[src/rtl/mux4_arb_pkg.sv]
// Shared types and constants for the 4-requester round-robin mux arbiter.
package mux4_arb_pkg;

  localparam int NREQ  = 4;
  localparam int SEL_W = 2;

  typedef enum logic {
    IDLE  = 1'b0,
    GRANT = 1'b1
  } state_t;

  function automatic logic [NREQ-1:0] onehot4(input logic [SEL_W-1:0] idx);
    logic [NREQ-1:0] oh;
    oh      = '0;
    oh[idx] = 1'b1;
    return oh;
  endfunction

endpackage

[src/rtl/rr_pick4.sv]
// Combinational rotating-priority picker: first set req at or after ptr (mod 4).
module rr_pick4
  import mux4_arb_pkg::*;
(
  input  logic [NREQ-1:0]  req,
  input  logic [SEL_W-1:0] ptr,
  output logic             any,
  output logic [SEL_W-1:0] idx
);

  logic [SEL_W-1:0] cand;

  // Walk from lowest to highest priority so the last hit (closest to ptr) wins.
  always_comb begin
    any  = 1'b0;
    idx  = ptr;
    cand = '0;
    for (int i = NREQ - 1; i >= 0; i--) begin
      cand = ptr + SEL_W'(i);
      if (req[cand]) begin
        any = 1'b1;
        idx = cand;
      end
    end
  end

endmodule

[src/rtl/mux4_rr_arbiter.sv]
// Round-robin arbiter owning the select of a 4:1 data mux, with bounded grant bursts.
// Handshake: req is a level; a requester owns the mux while gnt[k]=1, valid marks dout as live.
module mux4_rr_arbiter
  import mux4_arb_pkg::*;
#(
  parameter int  DATA_W   = 1,
  parameter int  MAX_HOLD = 8,
  localparam int HOLD_W   = (MAX_HOLD > 1) ? $clog2(MAX_HOLD) : 1
) (
  input  logic                     clk,
  input  logic                     rst,
  input  logic [NREQ-1:0]          req,
  input  logic [NREQ*DATA_W-1:0]   din,
  output logic [NREQ-1:0]          gnt,
  output logic [SEL_W-1:0]         sel,
  output logic                     valid,
  output logic [DATA_W-1:0]        dout,
  output state_t                   dbg_state,
  output logic [SEL_W-1:0]         dbg_ptr,
  output logic [HOLD_W-1:0]        dbg_hold_cnt
);

  state_t            state_q, state_d;
  logic [NREQ-1:0]   gnt_q, gnt_d;
  logic [SEL_W-1:0]  sel_q, sel_d;
  logic [SEL_W-1:0]  ptr_q, ptr_d;
  logic [HOLD_W-1:0] hold_q, hold_d;
  logic              rel;
  logic              pick_any;
  logic [SEL_W-1:0]  pick_idx;

  // ptr_q already equals owner+1 during GRANT, so one picker serves both
  // the idle arbitration and the zero-bubble release re-arbitration.
  rr_pick4 u_pick (
    .req (req),
    .ptr (ptr_q),
    .any (pick_any),
    .idx (pick_idx)
  );

  always_comb begin
    state_d = state_q;
    gnt_d   = gnt_q;
    sel_d   = sel_q;
    ptr_d   = ptr_q;
    hold_d  = hold_q;
    rel     = (state_q == GRANT) &&
              (!req[sel_q] || (hold_q == HOLD_W'(MAX_HOLD - 1)));
    if (state_q == IDLE || rel) begin
      if (pick_any) begin
        state_d = GRANT;
        sel_d   = pick_idx;
        gnt_d   = onehot4(pick_idx);
        hold_d  = '0;
        ptr_d   = pick_idx + SEL_W'(1);
      end else begin
        state_d = IDLE;
        gnt_d   = '0;
      end
    end else begin
      hold_d = hold_q + HOLD_W'(1);
    end
  end

  always_ff @(posedge clk) begin
    if (rst) begin
      state_q <= IDLE;
      gnt_q   <= '0;
      sel_q   <= '0;
      ptr_q   <= '0;
      hold_q  <= '0;
    end else begin
      state_q <= state_d;
      gnt_q   <= gnt_d;
      sel_q   <= sel_d;
      ptr_q   <= ptr_d;
      hold_q  <= hold_d;
    end
  end

  assign gnt          = gnt_q;
  assign sel          = sel_q;
  assign valid        = (state_q == GRANT);
  assign dout         = valid ? din[int'(sel_q)*DATA_W +: DATA_W] : '0;
  assign dbg_state    = state_q;
  assign dbg_ptr      = ptr_q;
  assign dbg_hold_cnt = hold_q;

endmodule

[config.mk]
export PLATFORM = sky130hd
export DESIGN_NAME = mux4_rr_arbiter
export DESIGN_NICKNAME = d
export VERILOG_FILES = /design/src/rtl/mux4_arb_pkg.sv /design/src/rtl/rr_pick4.sv /design/src/rtl/mux4_rr_arbiter.sv
export SDC_FILE = /design/constraint.sdc
export NUM_CORES = 1
export LEC_CHECK = 0
export BUFFER_PORTS_ARGS = -buffer_cell sky130_fd_sc_hd__buf_2
export CAP_MARGIN = 20
export CORE_MARGIN = 2
export CORE_UTILIZATION = 35
export DETAILED_ROUTE_END_ITERATION = 8
export PLACE_DENSITY = 0.64
export SLEW_MARGIN = 20
export SYNTH_ARGS = -nofsm -noshare
export SYNTH_HDL_FRONTEND = slang
export SYNTH_SLANG_ARGS = --single-unit
[constraint.sdc]
create_clock -name clk -period 2.3 [get_ports clk]
set_input_delay 0.46 -clock clk [delete_from_list [all_inputs] [get_ports clk]]
set_output_delay 0.46 -clock clk [all_outputs]
set_load 0.02 [all_outputs]
==> run metrics, run 1 <==
CP bufs+invs 1; final setup vio count 0; cts repair resizes 0; share of cells above drive strength 1 31.3%; H-tree levels 1; status completed; clock sinks 12; gr ovfl total 0; syn nets 86; r2r endpoint gnt[0]; measured slew at the worst slew-check pin 0.383 ns; WS Path Type reg -> out; DR pass1 iterations 4; post-synthesis cell type count 32; Pleak 0.380 nW; Clock transition at path regs 0.08 ns; Setup TNS Final 0 ns; share of the synthesized area in the top cell type 36.4%; GP Congestion 0.756; crit end category output port; area grow syn2layout 25.4%; Worst VDD drop 0.438 mV; Worst Setup EP dout; Crit. Startpoint sel[0]; Multi-input gate area 387 um^2; Worst Setup Slack, final 0.224 ns; Antenna Diode Count 0; slowest stage delay, CP 0.58 ns; YS warnings 0; vias in the first global route 548; Num CTS Buffers 3; later-pin clock latency in the skew report 0.27 ns; Post-CTS Setup Inserts 0; total track usage 14.7%; die area 0.00225 mm^2; Hold Path Class reg -> reg; Crit-path slowest cell mux4_1; Layout Skew 0.00808 ns; crit path cell chain mux4_1 > and2_1 > buf_2; FILL cells 185; top post-synthesis cells by area dfxtp_1 36%, a21oi_1 5.3%, nand2_1 4.5%, mux4_1 4.0%, ha_1 3.8%; Async SR Flop Fraction 0%; Slew Limit Fails 0; Place WS 0.322 ns; hold_sp gnt[2]; non-filler cells, final 124; Syn Inst Count 74; # DRC 0; critical path required time 1.84 ns; DRT Wirelength 1380 um; number of nets in the layout 112; port bufs 23; die height 47.4 um; worst-case reg-to-reg path depth 4; Synth area leader dfxtp_1; Root Buffer clkbuf_4; Primary FF master, synth dfxtp_1; Rel. slew slack 74.4%; final period utilization 90.3%; I/O pins 24; largest buffer count on any clock path 2; critical path launch point type flop; #FFs+latches synth 12; Max Fanout on Critical Path 5; r2r setup slk 0.43 ns; die width 47.4 um; largest net degree at the start of global routing 12; RSZ-0062 raised after global routing no; first-pass GRT wire length 2310 um; Initial Utilization 37.8%; Worst EP arrival 1.62 ns; Avg Inst Size Synth 8.93 um^2; CTS tree yes; CTS Hold Bufs 0; Rows 15; final hold viol count 0; Seq/Total Area, Yosys 36.4%; Post-synth EDFFs 0; Starting DRT DRC Count 14; placed cells 120; post-route antenna net violation count 0; FF/Latch Area 240 um^2; DP Wirelength 1060 um; max-capacitance violation count 0; Top delay family on crit path multiplexers; Period minus WS final 2.08 ns; initial antenna violation count 0; Via-to-Cell Ratio 4.98; Power per Cell Area 748 mW/mm^2; Fmax 0.482 GHz; core area 0.00175 mm^2; post-synthesis cell area 661 um^2; vias 617; drt wl/cell 11.2 um; Hold WS 0.460 ns; Worst R2R Start sel[0]; Levels on crit path 3
-- layer usage --
layer,part of all wire (%),up-vias,global-route usage (%)
met5,0,-,0
met4,0.65,0,3.89
met3,6.9,2,6.79
met2,44,20,22.7
met1,48,269,18.6
li1,-,326,-
-- through the flow --
step | utilization, % | area, um^2 | power, mW
2_1_floorplan | - | 661 | 0.406
3_3_place_gp | 45.4 | 792 | 0.457
3_5_place_dp | 45.4 | 792 | 0.460
4_1_cts | 47.5 | 828 | 0.626
5_1_grt | 47.5 | 828 | 0.661
6_report | 47.5 | 828 | 0.619
-- final cells by class --
| class | instances | share of cell area [%] |
|---|---|---|
| clock buffers | 4 | 4.38 |
| inverters | 3 | 1.36 |
| multi-input cells | 56 | 46.7 |
| flip-flops and latches | 12 | 29.0 |
| well taps | 25 | 3.78 |
| repair buffers | 24 | 14.8 |
-- worst min path at each step --
stage | depth (start not counted) | slack [ns] | endpoint
after floorplan | 2 | 0.53 | gnt[0]
after global placement | 2 | 0.45 | gnt[0]
after detailed placement | 2 | 0.45 | gnt[2]
after CTS | 2 | 0.46 | gnt[2]
after global routing | 2 | 0.48 | gnt[2]
final | 2 | 0.46 | gnt[2]
-- synth_stat cells (2+ instances only) --
cell type and n:
o21ai_0 5, and2_1 2, ha_1 2, nor2b_1 3
a21oi_1 7, a22oi_1 2, nand2_1 8, nor2_1 6
nand3_1 3, inv_1 3, dfxtp_1 12
-- placed cells by master, fill, tap and decap left out, drive strengths merged --
| cell | count |
|---|---|
| or4b | 1 |
| nor2 | 6 |
| buf | 24 |
| nand4 | 1 |
| nor3 | 1 |
| inv | 3 |
| a22oi | 2 |
| o2111a | 1 |
| o221ai | 1 |
| dfxtp | 12 |
| mux4 | 1 |
| nor4 | 1 |
| or3 | 1 |
| ha | 2 |
| nand2 | 8 |
| and3b | 1 |
| mux2i | 1 |
| nor2b | 3 |
| o31ai | 1 |
| clkbuf | 4 |
| xor2 | 1 |
| a21oi | 7 |
| nand3 | 3 |
| and2 | 2 |
| mux2 | 1 |
| a211oi | 1 |
| o21ai | 6 |
| o211a | 1 |
| o2111ai | 1 |
| or4 | 1 |
-- kinds of logic after synthesis --
| kind of cell | Yosys count | share of synthesized area (%) |
|---|---|---|
| buffers and inverters | 6 | 5.11 |
| muxes | 3 | 7.77 |
| AOI/OAI and AO/OA | 21 | 22.3 |
| and+or+nand+nor | 29 | 23.3 |
| adders and majority gates | 2 | 3.79 |
| xor gates and xnor gates | 1 | 1.33 |
| DFF | 12 | 36.4 |
-- flip-flops by register name (all words and copies together), names as in the netlist --
name,cells
sel,2
dbg_hold_cnt,3
dbg_state,1
dbg_ptr,2
gnt,4
-- power breakdown --
| group | switching, mW | internal [mW] |
|---|---|---|
| Combinational | 0.114 | 0.0801 |
| Clock | 0.0685 | 0.0963 |
| Sequential | 0.0270 | 0.233 |
| Total | 0.210 | 0.410 |
-- worst register-to-register path, delay by kind of cell (launching register included) --
family,cells,cell delay [ns]
compound gates,2,0.49
mux,1,0.33
flops,1,0.44
simple gates,1,0.55
No activity file was read; power rests on OpenSTA's default activity.
==> inputs of run 2 (changes only) <==
--- a/config.mk
+++ b/config.mk
@@ -7,10 +7,12 @@
 export LEC_CHECK = 0
 export BUFFER_PORTS_ARGS = -buffer_cell sky130_fd_sc_hd__buf_2
 export CAP_MARGIN = 20
+export CELL_PAD_IN_SITES_DETAIL_PLACEMENT = 0
+export CELL_PAD_IN_SITES_GLOBAL_PLACEMENT = 1
 export CORE_MARGIN = 2
-export CORE_UTILIZATION = 35
+export CORE_UTILIZATION = 34
 export DETAILED_ROUTE_END_ITERATION = 8
-export PLACE_DENSITY = 0.64
+export PLACE_DENSITY = 0.8
 export SLEW_MARGIN = 20
 export SYNTH_ARGS = -nofsm -noshare
 export SYNTH_HDL_FRONTEND = slang
==> run 2 against run 1 <==
- fmax rose by 0.30%
- worst setup slack improved by 0.0062 ns
- first-iteration DRC count fell by 50%
- critical endpoint unchanged
- hold slack improved by 0.0061 ns
- highest routed layer is now met3
- critical path type unchanged
- sequential cell count did not move
- count of clock-buffer cells in the layout did not move
==> run metrics, run 2 (synthesized netlist as in run 1, its figures left out) <==
status completed; Multi-input gate area 387 um^2 (unchanged); GP Congestion 0.729 (-3.6%); Pleak 0.380 nW (unchanged); max-capacitance violation count 0 (unchanged); crit end category output port; CTS Hold Bufs 0 (unchanged); Max Fanout on Critical Path 5 (unchanged); Power per Cell Area 755 mW/mm^2 (+1.0%); Antenna Diode Count 0 (unchanged); Rows 15 (unchanged); number of nets in the layout 112 (unchanged); Initial Utilization 37.1% (-0.80 points); share of cells above drive strength 1 31.3% (unchanged); I/O pins 24 (unchanged); critical path launch point type flop; Layout Skew 0.00444 ns (-0.00364 ns); placed cells 120 (unchanged); Period minus WS final 2.07 ns (-0.00616 ns); CTS tree yes; Worst Setup EP dout; Post-CTS Setup Inserts 0 (unchanged); clock sinks 12 (unchanged); Root Buffer clkbuf_4; non-filler cells, final 124 (unchanged); drt wl/cell 11.9 um (+6.4%); most frequent cells in the layout 23 x buf_2, 12 x dfxtp_1, 8 x nand2_1; vias in the first global route 597 (+8.9%); total track usage 15.6% (+0.84 points); cts repair resizes 0 (unchanged); RSZ-0062 raised after global routing no; FILL cells 188 (+1.6%); die height 48.1 um (+1.3%); Worst VDD drop 0.464 mV (+6.0%); core area 0.00178 mm^2 (+2.2%); Via-to-Cell Ratio 5.11 (+2.8%); Worst R2R Start sel[0]; Worst Setup Slack, final 0.230 ns (+0.00616 ns); # DRC 0 (unchanged); Starting DRT DRC Count 7 (-7); vias 634 (+2.8%); initial antenna violation count 0 (unchanged); DR pass1 iterations 3 (-1); largest net degree at the start of global routing 12 (unchanged); H-tree levels 1 (unchanged); area grow syn2layout 25.4% (unchanged); first-pass GRT wire length 2500 um (+8.0%); die area 0.00231 mm^2 (+2.7%); measured slew at the worst slew-check pin 0.394 ns (+0.0106 ns); WS Path Type reg -> out; final hold viol count 0 (unchanged); later-pin clock latency in the skew report 0.28 ns (about the same); Rel. slew slack 73.7% (-0.68 points); largest buffer count on any clock path 2 (unchanged); Fmax 0.483 GHz (+0.30%); max FFs per register 4 (unchanged); gr ovfl total 0 (unchanged); post-route antenna net violation count 0 (unchanged); final period utilization 90.0% (-0.27 points); r2r endpoint gnt[0]; Hold Path Class reg -> reg; port bufs 23 (unchanged); die width 48.1 um (+1.3%); Clock transition at path regs 0.07 ns (about the same); commonest non-fill, non-tap cell in the layout buf_2; Finished Core Util 46.5% (-1.0 points); Setup TNS Final 0 ns (unchanged); critical path required time 1.84 ns (about the same); Worst EP arrival 1.61 ns (about the same); Crit. Startpoint sel[0]; Place WS 0.310 ns (-0.0116 ns); DRT Wirelength 1470 um (+6.4%); final setup vio count 0 (unchanged); Num CTS Buffers 3 (unchanged); FF/Latch Area 240 um^2 (unchanged); Slew Limit Fails 0 (unchanged); r2r setup slk 0.42 ns (about the same); worst-case reg-to-reg path depth 4 (unchanged); DP Wirelength 1110 um (+4.2%)
[run 2: area by class of cell]
class,count,area share (%)
Tap cell,25,3.78
Inverter,3,1.36
Clock buffer,4,4.38
Timing Repair Buffer,24,14.8
Multi-Input combinational cell,56,46.7
Sequential cell,12,29.0
[run 2: how the worst min path moves through the flow]
stage | startpoint | endpoint | slack (ns) | depth (start not counted)
detailed placement | gnt[2] | gnt[2] | 0.45 | 2
CTS | gnt[2] | gnt[2] | 0.47 | 2
global placement | gnt[2] | gnt[2] | 0.45 | 2
floorplan | gnt[0] | gnt[0] | 0.53 | 2
finish | gnt[0] | gnt[0] | 0.47 | 2
global route | gnt[0] | gnt[0] | 0.50 | 2
[run 2: power breakdown]
part           total [mW]  internal (mW)  switching, mW
clock network       0.170         0.0964         0.0732
registers           0.262          0.233         0.0283
logic               0.194         0.0800          0.114
total               0.626          0.410          0.216
[run 2: through the flow]
step           power [mW]  hold WS, ns  area, um^2
6_report            0.626        0.466         828
5_1_grt             0.664        0.501         828
4_1_cts             0.631        0.468         828
3_5_place_dp        0.463        0.449         792
3_3_place_gp        0.459        0.450         792
2_1_floorplan       0.406        0.533         661
[run 2: metal layers]
| metal | track usage [%] | part of all wire, % |
|---|---|---|
| met2 | 25.3 | 46 |
| met5 | 0 | 0 |
| met4 | 3.24 | 0 |
| met1 | 19.1 | 47 |
| met3 | 6.79 | 6.5 |
[run 2: critical path, stage by stage, from the launching register on]
cell and delay (ns):
dfxtp_1 0.45, mux4_1 0.58, and2_1 0.16, buf_2 0.15
